### config.mk
export PLATFORM = sky130hd
export DESIGN_NAME = fifo_wr_ctrl
export DESIGN_NICKNAME = d
export VERILOG_FILES = /design/src/rtl/fifo_wr_ctrl.sv
export SDC_FILE = /design/constraint.sdc
export NUM_CORES = 1
export LEC_CHECK = 0
export ABC_CLOCK_PERIOD_IN_PS = 2600
export BUFFER_PORTS_ARGS = -buffer_cell sky130_fd_sc_hd__buf_4
export CAP_MARGIN = 40
export CORE_UTILIZATION = 50
export CTS_CLUSTER_DIAMETER = 100
export DETAILED_ROUTE_END_ITERATION = 10
export GPL_TIMING_DRIVEN = 0
export PLACE_DENSITY = 0.89
export SYNTH_ARGS = -nofsm -noshare
export SYNTH_HDL_FRONTEND = slang
export SYNTH_SLANG_ARGS = --single-unit
### constraint.sdc
create_clock -name wr_clk -period 2.6 [get_ports wr_clk]
set_input_delay 0.26 -clock wr_clk [delete_from_list [all_inputs] [get_ports wr_clk]]
set_output_delay 0.26 -clock wr_clk [all_outputs]
set_load 0.01 [all_outputs]
### src/rtl/fifo_wr_ctrl.sv
// -----------------------------------------------------------------------------
// fifo_wr_ctrl -- write-side controller of an asynchronous FIFO.
//
// Keeps the binary and Gray write pointers, generates the memory write strobe
// and address, and derives full / almost_full / occupancy from a read pointer
// that has already been synchronised into the write clock domain. Because that
// read pointer is stale, occupancy is only ever over-reported, never under.
//
// Parameters
//   ADDR_W     address width, DEPTH = 2**ADDR_W (2..12)
//   AF_MARGIN  almost_full asserts when free entries <= AF_MARGIN (1..DEPTH-1)
//
// Ports
//   wr_clk            in   write-domain clock
//   wr_rst            in   asynchronous active-low reset
//   wr_en             in   write request from producer
//   rd_ptr_gray_sync  in   Gray read pointer, synchronised into wr_clk
//   ovf_clr           in   clears the sticky overflow flag
//   wr_mem_en         out  memory write strobe (combinational)
//   wr_addr           out  memory write address (next write location)
//   wr_ptr_gray       out  registered Gray write pointer
//   full              out  registered full flag
//   almost_full       out  registered almost-full flag
//   wr_level          out  registered write-side occupancy, 0..DEPTH
//   overflow          out  sticky: write attempted while full
// -----------------------------------------------------------------------------
module fifo_wr_ctrl #(
    parameter int ADDR_W    = 4,
    parameter int AF_MARGIN = 2
) (
    input  logic              wr_clk,
    input  logic              wr_rst,
    input  logic              wr_en,
    input  logic [ADDR_W:0]   rd_ptr_gray_sync,
    input  logic              ovf_clr,
    output logic              wr_mem_en,
    output logic [ADDR_W-1:0] wr_addr,
    output logic [ADDR_W:0]   wr_ptr_gray,
    output logic              full,
    output logic              almost_full,
    output logic [ADDR_W:0]   wr_level,
    output logic              overflow
);

    localparam int PW    = ADDR_W + 1;
    localparam int DEPTH = 1 << ADDR_W;
    localparam logic [PW-1:0] AF_THRESH = PW'(DEPTH - AF_MARGIN);

    // Binary to Gray: exactly one bit changes per increment, including the wrap.
    function automatic logic [PW-1:0] bin2gray(input logic [PW-1:0] b);
        return b ^ (b >> 1);
    endfunction

    // Gray to binary: prefix XOR starting from the MSB.
    function automatic logic [PW-1:0] gray2bin(input logic [PW-1:0] g);
        logic [PW-1:0] b;
        b = g;
        for (int i = PW - 2; i >= 0; i--) begin
            b[i] = b[i+1] ^ g[i];
        end
        return b;
    endfunction

    logic [PW-1:0] wr_bin_q,  wr_bin_d;
    logic [PW-1:0] wr_gray_q, wr_gray_d;
    logic          full_q,    full_d;
    logic          afull_q,   afull_d;
    logic [PW-1:0] level_q,   level_d;
    logic          ovf_q,     ovf_d;

    logic          wr_fire_s;
    logic [PW-1:0] rd_bin_s;
    logic [PW-1:0] full_cmp_s;

    // Next-state computation for pointers, flags and occupancy.
    always_comb begin
        wr_fire_s  = wr_en & ~full_q;
        wr_bin_d   = wr_bin_q + {{ADDR_W{1'b0}}, wr_fire_s};
        wr_gray_d  = bin2gray(wr_bin_d);
        rd_bin_s   = gray2bin(rd_ptr_gray_sync);
        // Full when the write pointer has lapped the read pointer once: in Gray
        // that means the two MSBs differ and all lower bits match.
        full_cmp_s = {~rd_ptr_gray_sync[ADDR_W:ADDR_W-1], rd_ptr_gray_sync[ADDR_W-2:0]};
        full_d     = (wr_gray_d == full_cmp_s);
        level_d    = wr_bin_d - rd_bin_s;
        afull_d    = (level_d >= AF_THRESH);
        // Setting overflow beats clearing it in the same cycle.
        if (wr_en && full_q) begin
            ovf_d = 1'b1;
        end else if (ovf_clr) begin
            ovf_d = 1'b0;
        end else begin
            ovf_d = ovf_q;
        end
    end

    // State registers with asynchronous active-low reset.
    always_ff @(posedge wr_clk or negedge wr_rst) begin
        if (!wr_rst) begin
            wr_bin_q  <= {PW{1'b0}};
            wr_gray_q <= {PW{1'b0}};
            full_q    <= 1'b0;
            afull_q   <= 1'b0;
            level_q   <= {PW{1'b0}};
            ovf_q     <= 1'b0;
        end else begin
            wr_bin_q  <= wr_bin_d;
            wr_gray_q <= wr_gray_d;
            full_q    <= full_d;
            afull_q   <= afull_d;
            level_q   <= level_d;
            ovf_q     <= ovf_d;
        end
    end

    assign wr_mem_en   = wr_fire_s;
    assign wr_addr     = wr_bin_q[ADDR_W-1:0];
    assign wr_ptr_gray = wr_gray_q;
    assign full        = full_q;
    assign almost_full = afull_q;
    assign wr_level    = level_q;
    assign overflow    = ovf_q;

endmodule

## Word-level counts from Yosys, hierarchy flattened

Index checks and enable logic that the tools add are counted.

- Reductions and logical operators: 2
- $lt $le $gt $ge: 1
- $add $sub $neg: 2
- Eq/ne operators: 1
- Bitwise gates (word level): 8
- Multiplexer cells: 2
- Shift-type cells: 0
- Multipliers: 0
- Div/mod/pow operators: 0

Operator list:

| operator | number |
|---|---|
| 5-bit by 1-bit adder with 5-bit output | 1 |
| 5-bit equality test | 1 |
| 5-bit by 4-bit >= comparator with 1-bit output (second input constant) | 1 |
| 5-bit subtractor | 1 |
| 5-bit by 4-bit bitwise XOR with 5-bit output | 1 |
| 1-bit bitwise XOR | 4 |
| 1-bit 2-to-1 mux | 2 |
| 2-bit inverter | 1 |
| 2-bit nonzero test | 1 |
| 1-bit AND | 1 |
| 1-bit logical AND | 1 |
| 1-bit inverter | 1 |

- Bits in read-only memories: 0
- Input bits: 9
- Logic and storage cells: 22
- Latch bits: 0
- Bits in registers: 18
- Memories kept: 0
- RAM bits: 0

## Longest topological paths before layout

- Depth after elaboration: 6
- Mapped depth: 10
- Mapped depth without buffers: 10

## Worst setup path after synthesis

Ideal clock, no wire load.

- Path kind: reg2reg
- Start: register full_q (netlist: full)
- End: register afull_q (netlist: almost_full)
- Cell stages (with the launch flop): 10
- Data required time: 2.484 ns
- Arrival: 2.346 ns
- Slack: 0.139 ns
- Cells stage by stage: dfrtp_1 nor2b_1 ha_1 xnor2_1 inv_1 ha_1 nor2b_1 o21ai_0 a21boi_0 o311ai_0

- Word-level cells in the longest chain between the ends: 5

Ends and longest elaborated chain:

| item | line | source |
|---|---|---|
| from (decl) | 66 | `logic full_q, full_d;` |
| from (signal assigned) | 109 | `full_q <= full_d;` |
| 1-bit inverter | 77 | `wr_fire_s = wr_en & ~full_q;` |
| 1-bit AND | 77 |  |
| net wr_mem_en | 36 | `output logic wr_mem_en,` |
| 5-bit by 1-bit adder with 5-bit output | 78 | `wr_bin_d = wr_bin_q + {{ADDR_W{1'b0}}, wr_fire_s};` |
| net wr_bin_d[1] | 64 | `logic [PW-1:0] wr_bin_q, wr_bin_d;` |
| 5-bit subtractor | 85 | `level_d = wr_bin_d - rd_bin_s;` |
| 5-bit by 4-bit >= comparator with 1-bit output | 86 | `afull_d = (level_d >= AF_THRESH);` |
| net afull_d | 67 | `logic afull_q, afull_d;` |
| to (signal assigned) | 110 | `afull_q <= afull_d;` |
| to (decl) | 67 |  |

The timed path passes the listed nets, and every way through them passes these cells.
A chain may end at the register's enable or synchronous reset.

## Final worst setup path

- Start: register full_q (netlist: full)
- End: register afull_q (netlist: almost_full)

- Word-level cells in the longest chain between the ends: 5

Ends and longest elaborated chain:

| item | line |
|---|---|
| 1-bit inverter | 77 |
| 1-bit AND | 77 |
| 5-bit by 1-bit adder with 5-bit output | 78 |
| net wr_bin_d[3] | 64 |
| 5-bit subtractor | 85 |
| 5-bit by 4-bit >= comparator with 1-bit output | 86 |
| net afull_d | 67 |

The timed path passes the listed nets, and every way through them passes these cells.

==> results.sh <==
export IMPL_outcome="finished clean"
export IMPL_syn_area_um2=968
export IMPL_final_core_util_pct=71.8
export IMPL_hold_path_class="input pin to flip-flop"
export IMPL_area_growth_pct=30.9
export IMPL_min_period_over_period_pct=94.2
export IMPL_cp_top_family="simple AND/OR/NAND/NOR gates"
export IMPL_syn_nets=98
export IMPL_path_clk_slew_ns=0.10
export IMPL_die_area_um2=2120
export IMPL_avgRoutedWirePerCell_um=12.7
export IMPL_slowest_stage="dfrtp_1"
export IMPL_synth_seq_area_share_pct=43.9
export IMPL_final_area_um2=1270
export IMPL_h_tree_depth=1
export IMPL_numPortBuffers=26
export IMPL_dp_slack_ns=-0.0600
export IMPL_antenna_found_initial=0
export IMPL_final_nets=133
export IMPL_avgSynthCellArea_um2=11.8
export IMPL_reg2reg_slack_ns=0.15
export IMPL_tns_ns=0
export IMPL_start_util_pct=54.9
export IMPL_ios=27
export IMPL_cp_slowest_stage_delay_ns=0.41
export IMPL_numCtsBuffers=3
export IMPL_fp_dieH_um=46.0
export IMPL_cts_tree="built"
export IMPL_track_usage_pct=18.6
export IMPL_grt_use_met2_pct=31.5
export IMPL_cts_root_buf="clkbuf_4"
export IMPL_final_common_cell="buf_4"
export IMPL_startpoint="full$_DFF_PN0_"
export IMPL_die_w_um=46.0
export IMPL_grt_pass1_vias=665
export IMPL_worst_r2r_path_depth=9
export IMPL_ant_nets=0
export IMPL_period_needed_ns=2.45
export IMPL_hold_violations=0
export IMPL_rows=15
export IMPL_leakagePower_uw=0.000610
export IMPL_maxSlewViolCount=0
export IMPL_synth_ff_latch_count=17
export IMPL_p_per_area_nw_per_um2=1460
export IMPL_timing_fmax_ghz=0.408
export IMPL_viasPerCell=5.04
export IMPL_slew_headroom_pct=73.8
export IMPL_worstSetupPathType="flip-flop to flip-flop"
export IMPL_drt_iter0_drc=13
export IMPL_start_kind="flip-flop"
export IMPL_clockBufferDepth=2
export IMPL_dpl_cell_area_um2=1190
export IMPL_worstSetupEndpoint="almost_full$_DFF_PN0_"
export IMPL_cp_end_kind="flip-flop"
export IMPL_worst_pin_slew_ns=0.389
export IMPL_routed_wl_um=1800
export IMPL_crit_fanout=4
export IMPL_diodes=0
export IMPL_finClkSkew_ns=0.00444
export IMPL_overflow=0
export IMPL_rsz0062_at_grt="no"
export IMPL_grt_busiest_layer="met2"
export IMPL_synth_warnings=0
export IMPL_path_cells="nor2b_2 > ha_2 > buf_4 > nand3_1 > xnor2_1 > ha_1 > a21boi_0 > or3_1 > o311ai_0"
export IMPL_insertion_delay_ns=0.29
export IMPL_path_buf_inv=1
export IMPL_drc=0
export IMPL_cp_arrival_ns=2.63
export IMPL_layout_common_cells="29 x buf_4, 17 x dfrtp_1, 13 x xnor2_1, 8 x inv_1"
export IMPL_met3_usage_pct=1.19
export IMPL_synth_cell_types=30
export IMPL_path_depth=9
export IMPL_grt_max_degree=18
export IMPL_gp_congestion=0.791
export IMPL_clock_sinks=17
export IMPL_critical_path_required_ns=2.78
export IMPL_core_area_um2=1760
export IMPL_rr_endpoint="almost_full$_DFF_PN0_"
export IMPL_grt_use_met1_pct=23.6
export IMPL_power_uw=1840
export IMPL_dr_pass1_iters=4
export IMPL_vias=710
export IMPL_hpwlAfterDp_um=1450
export IMPL_synth_cells=82
export IMPL_grt_pass1_wl_um=2710
export IMPL_post_route_worst_setup_slack_ns=0.151
export IMPL_r2r_start="full$_DFF_PN0_"
export IMPL_layout_drive_gt1_share_pct=37.9
export IMPL_cap_violations=0
export IMPL_setup_viol=0
export IMPL_peakVddDrop_mv=0.687
through the flow:
stage / instances / hold slack, ns
6_report: 141 / 0.197
5_1_grt: 141 / 0.200
4_1_cts: 138 / 0.195
3_5_place_dp: 133 / 0.135
3_3_place_gp: 133 / 0.129
2_1_floorplan: 82 / -0.0356
timing repair:
action | CTS | global route
setup buffers | 0 | 3
gates resized for setup | 2 | 3
hold endpoints to repair | 17 | 0
setup endpoints to repair | 1 | 3
pin swaps | 1 | 1
hold buffers | 1 | 0
flip-flops by register name, indices dropped and copies added, names as in the netlist:
name / count
almost_full: 1
overflow: 1
wr_bin_q: 5
full: 1
wr_ptr_gray: 4
wr_level: 5
cells in the mapped netlist, drive strengths merged:
cell type / count / area (um^2)
nand4: 1 / 6.26
dfrtp: 17 / 425
nor4: 1 / 12.5
nand3: 1 / 5.00
a2bb2oi: 1 / 8.76
o211ai: 1 / 7.51
or3: 1 / 6.26
o311ai: 1 / 8.76
nor2b: 3 / 18.8
a21oi: 1 / 5.00
ha: 6 / 75.1
o21ai: 3 / 15.0
nand2b: 2 / 12.5
xor2: 5 / 51.3
and2b: 1 / 10.0
a211oi: 1 / 12.5
fa: 1 / 20.0
inv: 8 / 30.0
clkbuf: 1 / 5.00
xnor3: 1 / 22.5
buf: 1 / 5.00
a21boi: 2 / 15.0
xnor2: 14 / 130
and4b: 1 / 10.0
nor2: 1 / 3.75
nor3b: 1 / 7.51
nand2: 4 / 15.0
xor3: 1 / 23.8
power by group:
part / total (uW) / internal, uW / switching [uW]
Sequential: 483 / 412 / 71.0
Combinational: 1220 / 629 / 594
Clock: 139 / 57.2 / 82.0
Total: 1840 / 1100 / 747
layer usage:
| layer | vias to the layer above | wire length (um) |
|---|---|---|
| met1 | 343 | 730 |
| met5 | - | 0 |
| li1 | 340 | - |
| met4 | 0 | 38 |
| met2 | 20 | 968 |
| met3 | 7 | 57 |
how the worst min path moves through the flow:
| stage | cells after the start | slack, ns | from | endpoint |
|---|---|---|---|---|
| after floorplan | 0 | -0.04 | wr_rst | almost_full$_DFF_PN0_ |
| after global placement | 1 | 0.13 | wr_rst | wr_level[1]$_DFF_PN0_ |
| after detailed placement | 1 | 0.14 | wr_rst | wr_level[1]$_DFF_PN0_ |
| after CTS | 2 | 0.19 | ovf_clr | overflow$_DFFE_PN0P_ |
| after global routing | 2 | 0.20 | ovf_clr | overflow$_DFFE_PN0P_ |
| final | 2 | 0.20 | ovf_clr | overflow$_DFFE_PN0P_ |
area by class of cell:
type	count	area, um^2
fillers	137	497
flip-flops and latches	17	425
multi-input cells	55	515
clock buffers	3	22.5
plain buffers	2	10.0
repair buffers	30	228
inverters	8	30.0
well taps	25	31.3
clock inverters	1	5.00
cell families after synthesis:
family | count (synthesis) | share of synthesized area, %
XOR/XNOR | 21 | 23.5
AND/OR/NAND/NOR | 17 | 11.1
flip-flops | 17 | 43.9
AO/OA/AOI/OAI | 10 | 7.49
buffers and inverters | 10 | 4.13
adder cells (fa/ha/maj) | 7 | 9.82
Power figures use the tool's default switching activity.
